File: config.mk
export PLATFORM = sky130hd
export DESIGN_NAME = timer_status_reg
export DESIGN_NICKNAME = d
export VERILOG_FILES = /design/src/rtl/timer_status_reg.sv
export SDC_FILE = /design/constraint.sdc
export NUM_CORES = 1
export LEC_CHECK = 0
export ABC_AREA = 1
export ABC_CLOCK_PERIOD_IN_PS = 800
export BUFFER_PORTS_ARGS = -buffer_cell sky130_fd_sc_hd__buf_4
export CORE_AREA = 2 2 39 41
export CTS_BUF_LIST = sky130_fd_sc_hd__clkbuf_2
export DETAILED_ROUTE_END_ITERATION = 8
export DIE_AREA = 0 0 41 43
export MAX_ROUTING_LAYER = met4
export SETUP_SLACK_MARGIN = 0.1
export SLEW_MARGIN = 0
export SYNTH_ARGS = -nofsm -noshare
export SYNTH_HDL_FRONTEND = slang
export SYNTH_SLANG_ARGS = --single-unit
File: constraint.sdc
create_clock -name CB -period 0.8 [get_ports CB]
set_input_delay 0.16 -clock CB [delete_from_list [all_inputs] [get_ports CB]]
set_output_delay 0.16 -clock CB [all_outputs]
set_load 0.005 [all_outputs]
File: src/rtl/timer_status_reg.sv
// Timer status register (TSR) with the watchdog state machine and reset-request stretcher.
// Build option: define TIM_WDOG_RESET_EN to enable the watchdog reset stage (WRS load + 16-cycle request).
module timer_status_reg (
    input  logic       CB,
    input  logic       resetCore,
    input  logic       wdEvent,
    input  logic       pitEvent,
    input  logic       fitEvent,
    input  logic [0:9] timerControlL2,
    input  logic       sprWrite,
    input  logic       timerRstStatDcd,
    input  logic [0:5] sprDataIn,
    output logic [0:5] timerStatusOutL2,
    output logic [0:1] TIM_wdResetReq
);

    // TSR bit positions
    localparam int ENW = 0;
    localparam int WIS = 1;
    localparam int PIS = 4;
    localparam int FIS = 5;

    logic [0:5] tsr_q;
    logic [0:5] tsr_d;
    logic [0:5] clr_mask;
    logic [0:5] set_mask;
    logic [0:1] wrc;

    assign wrc = timerControlL2[2:3];

`ifdef TIM_WDOG_RESET_EN
    typedef enum logic {
        ST_IDLE    = 1'b0,
        ST_STRETCH = 1'b1
    } stretch_state_t;

    stretch_state_t st_q;
    stretch_state_t st_d;
    logic [3:0]     cnt_q;
    logic [3:0]     cnt_d;
    logic [0:1]     req_q;
    logic [0:1]     req_d;
    logic           stretch_start;
    logic           unused_tcr;

    assign unused_tcr = ^{timerControlL2[0:1], timerControlL2[4:9]};
`else
    logic unused_tcr;

    assign unused_tcr = ^{timerControlL2, wrc};
`endif

    always_comb begin
        clr_mask = (sprWrite && timerRstStatDcd) ? sprDataIn : 6'b000000;
        set_mask = 6'b000000;
        set_mask[PIS] = pitEvent;
        set_mask[FIS] = fitEvent;
`ifdef TIM_WDOG_RESET_EN
        stretch_start = 1'b0;
`endif
        if (wdEvent) begin
            case ({tsr_q[ENW], tsr_q[WIS]})
                2'b00:   set_mask[ENW] = 1'b1;
                2'b01:   set_mask[ENW] = 1'b1;
                2'b10:   set_mask[WIS] = 1'b1;
                default: begin
`ifdef TIM_WDOG_RESET_EN
                    // A running stretch blocks a new one even if software already cleared WRS.
                    if ((wrc != 2'b00) && (tsr_q[2:3] == 2'b00) && (st_q == ST_IDLE)) begin
                        set_mask[2:3] = wrc;
                        stretch_start = 1'b1;
                    end
`endif
                end
            endcase
        end
        // Set is applied after the clear so a same-cycle event wins over software.
        tsr_d = (tsr_q & ~clr_mask) | set_mask;
`ifndef TIM_WDOG_RESET_EN
        tsr_d[2:3] = 2'b00;
`endif
    end

    always_ff @(posedge CB) begin
        if (resetCore) begin
            tsr_q <= 6'b000000;
        end else begin
            tsr_q <= tsr_d;
        end
    end

    assign timerStatusOutL2 = tsr_q;

`ifdef TIM_WDOG_RESET_EN
    // Request is held from the trigger edge through 15 further edges: 16 visible cycles.
    always_comb begin
        st_d  = st_q;
        cnt_d = cnt_q;
        req_d = req_q;
        case (st_q)
            ST_IDLE: begin
                if (stretch_start) begin
                    st_d  = ST_STRETCH;
                    cnt_d = 4'd0;
                    req_d = wrc;
                end
            end
            ST_STRETCH: begin
                if (cnt_q == 4'd15) begin
                    st_d  = ST_IDLE;
                    cnt_d = 4'd0;
                    req_d = 2'b00;
                end else begin
                    cnt_d = cnt_q + 4'd1;
                end
            end
            default: begin
                st_d  = ST_IDLE;
                cnt_d = 4'd0;
                req_d = 2'b00;
            end
        endcase
    end

    always_ff @(posedge CB) begin
        if (resetCore) begin
            st_q  <= ST_IDLE;
            cnt_q <= 4'd0;
            req_q <= 2'b00;
        end else begin
            st_q  <= st_d;
            cnt_q <= cnt_d;
            req_q <= req_d;
        end
    end

    assign TIM_wdResetReq = req_q;
`else
    assign TIM_wdResetReq = 2'b00;
`endif

endmodule
==> results of run 1 <==
## worst max-delay path by stage
stage	end	slack (ns)	depth (start not counted)
finish	timerStatusOutL2[1]	0.003	1
global route	timerStatusOutL2[1]	-0.04	1
CTS	timerStatusOutL2[1]	-0.01	1
detailed placement	timerStatusOutL2[1]	0.14	3
floorplan	timerStatusOutL2[1]	0.15	3
global placement	timerStatusOutL2[1]	0.13	3
## cells by family after synthesis
family	count (synthesis)	share of synthesized area, %
buf+inv	7	21.7
other cells	1	1.97
flops	4	42.1
simple gates	10	21.1
compound gates	5	13.2
## power by group
group / total, uW / internal [uW] / switching [uW]
clock network: 186 / 101 / 84.6
registers: 228 / 218 / 10.5
logic: 116 / 75.9 / 39.9
total: 530 / 395 / 135
## placed cells by master (no fill, tap or decap)
| cell type | count |
|---|---|
| buf_4 | 12 |
| nand2_1 | 4 |
| conb_1 | 4 |
| buf_6 | 4 |
| dfxtp_2 | 4 |
| nor2_1 | 3 |
| inv_1 | 3 |
| a21oi_1 | 3 |
| clkbuf_2 | 3 |
| o21ai_1 | 2 |
| nand3_1 | 2 |
| nand2_2 | 1 |
## metal layers
metal | wire [um] | GRT usage (%)
met5 | 0 | -
met4 | 0 | 8.00
met3 | 75 | 4.71
met2 | 206 | 8.44
met1 | 190 | 6.71
## final cells by class
type	instances	area [um2]	share of cell area, %
repair buffers	16	135	38.7
flip-flops and latches	4	85.1	24.4
multi-input cells	19	82.6	23.7
well taps	16	20.0	5.73
clock buffers	3	15.0	4.30
inverters	3	11.3	3.23
## timing repair
item	CTS	global route
gates resized for setup	9	1
gates cloned	0	0
hold endpoints to repair	0	0
setup endpoints to repair	4	6
setup buffers	2	0
pin swaps	2	1
## metrics by stage
stage / setup TNS, ns / total power [uW]
floorplan: 0 / 269
global placement: 0 / 321
detailed placement: 0 / 322
CTS: -0.0278 / 547
global route: -0.150 / 586
finish: 0 / 530
==> results.sh, run 1 <==
export IMPL_drv_slew=0
export IMPL_cts_sinks=4
export IMPL_async_reset_ff_share_pct=0
export IMPL_p_leak_uw=0.000183
export IMPL_required_ns=0.64
export IMPL_vias=212
export IMPL_worstPathMaxFanout=2
export IMPL_fin_nets=70
export IMPL_fin_cells=61
export IMPL_r2r_cells=4
export IMPL_crit_buf_inv=1
export IMPL_routed_wl_um=472
export IMPL_clock_fmax_ghz=1.25
export IMPL_ir_drop_uv=443
export IMPL_routabilityCongestion=0.478
export IMPL_powerDensity_nw_per_um2=1520
export IMPL_post_route_cells_drive_above_1_share_pct=53.3
export IMPL_drv_cap=0
export IMPL_crit_start="timerStatusOutL2[1]"
export IMPL_n_antenna_cell=0
export IMPL_die_area_um2=1760
export IMPL_reg2reg_to="timerStatusOutL2[1]"
export IMPL_holdCritStartpoint="resetCore"
export IMPL_yosys_cell_count_top_type="nand2_1"
export IMPL_largest_register_ffs=4
export IMPL_htreeDepth=1
export IMPL_postRouteAntennaNets=0
export IMPL_ys_ff_latch=4
export IMPL_drt_pass1_iterations=2
export IMPL_synth_edff_count=0
export IMPL_seq_area_frac_synth_pct=42.1
export IMPL_grt_max_degree=4
export IMPL_grt_pass1_vias=196
export IMPL_period_needed_ns=0.797
export IMPL_slowest_delay_ns=0.32
export IMPL_timing_final_ws_setup_ns=0.00307
export IMPL_crit_path_start_kind="flop"
export IMPL_pre_cts_ws_ns=0.139
export IMPL_hold_viol_final=0
export IMPL_insertion_delay_ns=0.21
export IMPL_cp_end_kind="output port"
export IMPL_cpLargestDelayFamily="flip-flops"
export IMPL_rows=14
export IMPL_cts_tree="built"
export IMPL_pin_count=31
export IMPL_finalHoldWorstSlack_ns=0.118
export IMPL_placed_cells=56
export IMPL_status="finished clean"
export IMPL_drc=0
export IMPL_cts_buffers=3
export IMPL_finalSetupViolCount=0
export IMPL_critPathSlowestCell="dfxtp_2"
export IMPL_cts_root_buffer="clkbuf_2"
export IMPL_synth_avg_cell_area_um2=7.04
export IMPL_synthToLayoutAreaGrowth_pct=83.6
export IMPL_ys_flop_type="dfxtp_1"
export IMPL_whs_endpoint="timerStatusOutL2[4]"
export IMPL_min_path_type="in -> reg"
export IMPL_die_w_um=41
export IMPL_yosysWarnings=0
export IMPL_grt_pass1_wl_um=710
export IMPL_start_util_pct=13.7
export IMPL_rsz0062_at_grt="yes"
export IMPL_crit_arrival_ns=0.64
export IMPL_fin_skew_ns=0.00838
export IMPL_drtIter0Drc=3
export IMPL_cp_cell_sequence="buf_6"
export IMPL_crit_type="reg -> out"
export IMPL_viasPerCell=3.48
export IMPL_wl_per_cell_um=7.74
export IMPL_synth_cell_type_count=10
export IMPL_syn_area_um2=190
export IMPL_cts_clk_slew_worst_paths_ns=0.05
export IMPL_yosys_top_cells_count="5 x nand2_1, 4 x buf_4, 4 x dfxtp_1"
export IMPL_fp_coreArea_um2=1380
export IMPL_final_area_um2=349
export IMPL_cts_hold_buf=0
export IMPL_fill_cells=167
export IMPL_place_area_um2=297
export IMPL_synth_largest_area_cell="dfxtp_1"
export IMPL_die_y_um=43
export IMPL_grt_usage_pct=7.08
export IMPL_dpl_hpwl_um=356
export IMPL_regToRegSetupSlack_ns=0.06
export IMPL_synthCells=27
export IMPL_rr_startpoint="timerStatusOutL2[1]"
export IMPL_netlist_area_leader_share_pct=42.1
export IMPL_finalCritPeriodShare_pct=99.6
export IMPL_antenna_found_initial=0
export IMPL_cts_buffer_depth=2
export IMPL_netlist_top_cells_area="dfxtp_1 42%, buf_4 16%, nand2_1 9.9%"
export IMPL_worstHoldPathCells=2
export IMPL_utilization_pct=25.2
export IMPL_grt_overflow_total=0
export IMPL_numPortBuffers=14
Note: power is estimated with default switching activity, not from simulation.
==> run 2, diff against run 1 <==
- CORE_AREA: 2 2 39 41 -> 4 4 41 43
- DIE_AREA: 0 0 41 43 -> 0 0 45 47
- PLACE_DENSITY_LB_ADDON: default -> 0.12
==> results.sh, run 2 (synthesis results as in run 1) <==
export IMPL_status="finished clean"
export IMPL_cts_buffers=3
export IMPL_crit_buf_inv=1
export IMPL_cts_clk_slew_worst_paths_ns=0.05
export IMPL_fill_cells=159
export IMPL_drc=0
export IMPL_cp_end_kind="output port"
export IMPL_rsz0062_at_grt="yes"
export IMPL_die_w_um=45
export IMPL_swShare_pct=26.3
export IMPL_ir_drop_uv=526
export IMPL_fin_nets=70
export IMPL_clock_fmax_ghz=1.25
export IMPL_numPortBuffers=14
export IMPL_p_total_uw=539
export IMPL_r2r_cells=3
export IMPL_die_area_um2=2120
export IMPL_grt_usage_pct=7.67
export IMPL_antenna_found_initial=0
export IMPL_post_route_cells_drive_above_1_share_pct=53.3
export IMPL_period_needed_ns=0.799
export IMPL_vias=208
export IMPL_finalCritPeriodShare_pct=99.9
export IMPL_critPathSlowestCell="dfxtp_2"
export IMPL_cts_buffer_depth=2
export IMPL_power_internal_uw=397
export IMPL_viasPerCell=3.47
export IMPL_wl_per_cell_um=9.60
export IMPL_cpLargestDelayFamily="flip-flops"
export IMPL_routed_wl_um=576
export IMPL_routabilityCongestion=0.735
export IMPL_slowest_delay_ns=0.32
export IMPL_powerDensity_nw_per_um2=1530
export IMPL_crit_path_start_kind="flop"
export IMPL_die_y_um=47
export IMPL_cts_root_buffer="clkbuf_2"
export IMPL_required_ns=0.64
export IMPL_rows=13
export IMPL_p_leak_uw=0.000184
export IMPL_sequentialPowerShare_pct=42.4
export IMPL_pwr_share_comb_pct=22.4
export IMPL_pin_count=31
export IMPL_dpl_hpwl_um=437
export IMPL_drv_cap=0
export IMPL_n_antenna_cell=0
export IMPL_drtIter0Drc=0
export IMPL_switching_power_uw=142
export IMPL_synthToLayoutAreaGrowth_pct=85.5
export IMPL_fin_skew_ns=0.00863
export IMPL_largest_register_ffs=4
export IMPL_cp_cell_sequence="buf_6"
export IMPL_grt_overflow_total=0
export IMPL_grt_pass1_vias=269
export IMPL_drt_pass1_iterations=1
export IMPL_setup_tns_ns=0
export IMPL_drv_slew=0
export IMPL_cts_tree="built"
export IMPL_crit_arrival_ns=0.64
export IMPL_layout_common_cells="11 x buf_4, 5 x nand2_1, 5 x buf_6, 4 x conb_1, 4 x dfxtp_2"
export IMPL_grt_max_degree=4
export IMPL_path_depth=1
export IMPL_postRouteAntennaNets=0
export IMPL_final_common_cell="buf_4"
export IMPL_grt_pass1_wl_um=1060
export IMPL_insertion_delay_ns=0.21
export IMPL_worstPathMaxFanout=2
export IMPL_htreeDepth=1
export IMPL_finalSetupViolCount=0
export IMPL_pwr_share_clk_pct=35.2
export IMPL_min_path_type="in -> reg"
export IMPL_start_util_pct=14.6
export IMPL_worstHoldPathCells=2
export IMPL_cts_sinks=4
export IMPL_hold_viol_final=0
export IMPL_finalHoldWorstSlack_ns=0.113
export IMPL_fp_coreArea_um2=1300
export IMPL_crit_type="reg -> out"
export IMPL_cts_hold_buf=0
==> run 2: layer usage <==
| layer | part of all wire, % | wire (um) | vias up | GRT usage (%) |
|---|---|---|---|---|
| met2 | 41 | 234 | 15 | 11.0 |
| li1 | - | - | 112 | - |
| met5 | 0 | 0 | - | - |
| met4 | 0 | 0 | 0 | 5.26 |
| met3 | 15 | 86 | 0 | 3.83 |
| met1 | 44 | 256 | 81 | 8.20 |
==> run 2: final timing paths <==
check	endpoint	slack, ns	from
worst max-delay path	timerStatusOutL2[0]	0.0009	timerStatusOutL2[0]
worst min-delay path	timerStatusOutL2[5]	0.11	resetCore
worst max register to register	timerStatusOutL2[1]	0.05	timerStatusOutL2[0]
worst min register to register	timerStatusOutL2[5]	0.46	timerStatusOutL2[5]
==> run 2: stage by stage <==
stage | instances | cell area (um2) | util [%] | setup slack, ns
4_1_cts | 60 | 349 | 26.8 | -0.0203
6_report | 60 | 353 | 27.1 | 0.000859
5_1_grt | 60 | 353 | 27.1 | -0.0343
2_1_floorplan | 30 | 201 | - | 0.154
3_3_place_gp | 55 | 295 | 22.7 | 0.131
3_5_place_dp | 55 | 295 | 22.7 | 0.128
==> run 2: cell type report <==
type / count / area [um2] / area share, %
Tap cell: 15 / 18.8 / 5.32
Clock buffer: 3 / 15.0 / 4.26
Inverter: 3 / 11.3 / 3.19
Multi-Input combinational cell: 19 / 83.8 / 23.8
Sequential cell: 4 / 85.1 / 24.1
Timing Repair Buffer: 16 / 139 / 39.4
==> run 2: timing repair <==
action                                  4_1_cts  5_1_grt
endpoints found under the hold margin         0        0
setup buffers                                 2        0
pin swaps                                     2        1
endpoints found under the setup margin        4        6
gates resized for setup                      10        1
==> run 2: power groups by stage <==
stage                     Sequential (uW)  Clock, uW  Combinational (uW)
after CTS                             227        208                 119
after floorplan                       228          0                40.6
after detailed placement              228          0                94.9
final                                 228        190                 121
after global routing                  230        214                 138
after global placement                227          0                93.9
==> run 3, diff against run 2 <==
- ABC_AREA: 1 -> 0
- BUFFER_PORTS_ARGS: -buffer_cell sky130_fd_sc_hd__buf_4 -> default
- CTS_BUF_LIST: sky130_fd_sc_hd__clkbuf_2 -> sky130_fd_sc_hd__clkbuf_8
- DONT_BUFFER_PORTS: default -> 1
==> results.sh, run 3 <==
export IMPL_setup_tns_ns=0
export IMPL_finalSetupViolCount=0
export IMPL_synth_largest_area_cell="dfxtp_1"
export IMPL_die_y_um=47
export IMPL_wl_per_cell_um=12.9
export IMPL_insertion_delay_ns=0.22
export IMPL_drv_slew=0
export IMPL_n_antenna_cell=0
export IMPL_pin_count=31
export IMPL_top_usage_layer="met3"
export IMPL_drtIter0Drc=1
export IMPL_routabilityCongestion=0.545
export IMPL_cts_sinks=4
export IMPL_met3_usage_pct=10.3
export IMPL_fin_nets=47
export IMPL_synthToLayoutAreaGrowth_pct=26.9
export IMPL_grt_overflow_total=0
export IMPL_grt_pass1_wl_um=634
export IMPL_cts_hold_buf=0
export IMPL_rows=13
export IMPL_async_reset_ff_share_pct=0
export IMPL_fin_skew_ns=0.0000236
export IMPL_die_area_um2=2120
export IMPL_met2_usage_pct=5.65
export IMPL_p_leak_uw=0.0000957
export IMPL_vias=147
export IMPL_htreeDepth=1
export IMPL_fill_cells=152
export IMPL_cts_buffers=3
export IMPL_routed_wl_um=476
export IMPL_postRouteAntennaNets=0
export IMPL_drc=0
export IMPL_required_ns=0.64
export IMPL_seq_area_frac_synth_pct=44.1
export IMPL_fp_coreArea_um2=1300
export IMPL_regArea_um2=87.6
export IMPL_antenna_found_initial=0
export IMPL_powerDensity_nw_per_um2=2990
export IMPL_clock_fmax_ghz=1.37
export IMPL_dpl_hpwl_um=385
export IMPL_crit_type="reg -> out"
export IMPL_ys_ff_latch=4
export IMPL_period_needed_ns=0.730
export IMPL_grt_pass1_vias=155
export IMPL_pre_cts_ws_ns=0.0678
export IMPL_ys_flop_type="dfxtp_1"
export IMPL_drt_pass1_iterations=4
export IMPL_rsz0062_at_grt="yes"
export IMPL_drv_cap=0
export IMPL_grt_max_degree=5
export IMPL_post_route_cells_drive_above_1_share_pct=36.4
export IMPL_hold_viol_final=0
export IMPL_min_path_type="in -> reg"
export IMPL_worstPathMaxFanout=4
export IMPL_crit_path_start_kind="flop"
export IMPL_synth_edff_count=0
export IMPL_viasPerCell=3.97
export IMPL_syn_area_um2=181
export IMPL_synthCells=20
export IMPL_crit_arrival_ns=0.57
export IMPL_cts_buffer_depth=2
export IMPL_finalCritPeriodShare_pct=91.2
export IMPL_layout_common_cells="4 x a311oi_1, 4 x conb_1, 3 x nor2_1, 3 x clkbuf_8, 3 x dfxtp_2"
export IMPL_yosys_top_cells_count="4 x a311oi_1, 4 x buf_4, 4 x dfxtp_1, 3 x nor2_1, 2 x inv_1"
export IMPL_die_w_um=45
export IMPL_netlist_top_cells_area="dfxtp_1 44%, a311oi_1 19%, buf_4 17%"
export IMPL_numPortBuffers=0
export IMPL_status="finished clean"
export IMPL_cts_tree="built"
export IMPL_netlist_area_leader_share_pct=44.1
export IMPL_cts_root_buffer="clkbuf_8"
export IMPL_ir_drop_uv=1070
export IMPL_timing_final_ws_setup_ns=0.0704
export IMPL_grtUsageMet1_pct=3.63
export IMPL_largest_register_ffs=4
export IMPL_synth_avg_cell_area_um2=9.07
export IMPL_cts_clk_slew_worst_paths_ns=0.03
export IMPL_multi_input_area_um2=75.1
export IMPL_cp_end_kind="output port"
export IMPL_grt_usage_pct=5.38
export IMPL_synth_cell_type_count=8
export IMPL_start_util_pct=13.9
export IMPL_yosysWarnings=0
## run 3: changes by cell type in the layout (fill, tap and decap cells not counted), moves of 3 or more
cell | before | now
a311oi_1 | 0 | 4
buf_4 | 11 | 0
buf_6 | 5 | 0
clkbuf_2 | 3 | 0
clkbuf_8 | 0 | 3
nand2_1 | 5 | 0
## run 3: metrics by stage
stage               utilization (%)  hold WS (ns)  total power (uW)  instances  area (um2)
floorplan                         -         0.225               271         23         194
global placement               14.0         0.229               263         34         183
detailed placement             14.0         0.228               264         34         183
CTS                            17.5       0.00225               700         37         228
global route                   17.7    -0.0000506               723         37         230
finish                         17.7       0.00851               689         37         230
## run 3: logic make-up after synthesis
family	share of synthesized area [%]
buf+inv	20.7
flops	44.1
simple gates	11.0
other cells	2.07
compound gates	22.1
## run 3: layer usage
metal  part of all wire, %  vias up
met4                     0        0
met1                    34       63
met5                     0        -
met3                    29        0
li1                      -       66
met2                    36       18
## run 3: what timing repair did
action / CTS / global route
cloned: 0 / 0
pin swaps: 3 / 1
buffers inserted: 0 / 0
resized for setup: 3 / 1
endpoints found under the hold margin: 0 / 1
setup endpoints to repair: 8 / 8
## run 3: final timing paths
check	depth (start not counted)	endpoint	from	slack (ns)
max	0	timerStatusOutL2[0]	timerStatusOutL2[0]	0.07
min	1	timerStatusOutL2[0]	resetCore	0.009
max reg2reg	2	timerStatusOutL2[1]	timerStatusOutL2[0]	0.10
min reg2reg	1	timerStatusOutL2[0]	timerStatusOutL2[0]	0.47
## run 3: final cells by class
type | count | area share [%]
multi-input cells | 13 | 32.6
inverters | 2 | 3.26
well taps | 15 | 8.15
flip-flops and latches | 4 | 38.0
clock buffers | 3 | 17.9
## run 3: power by group
group	total (uW)	internal (uW)	switching, uW
registers	233	218	14.6
logic	30.5	14.7	15.8
clock network	426	321	105
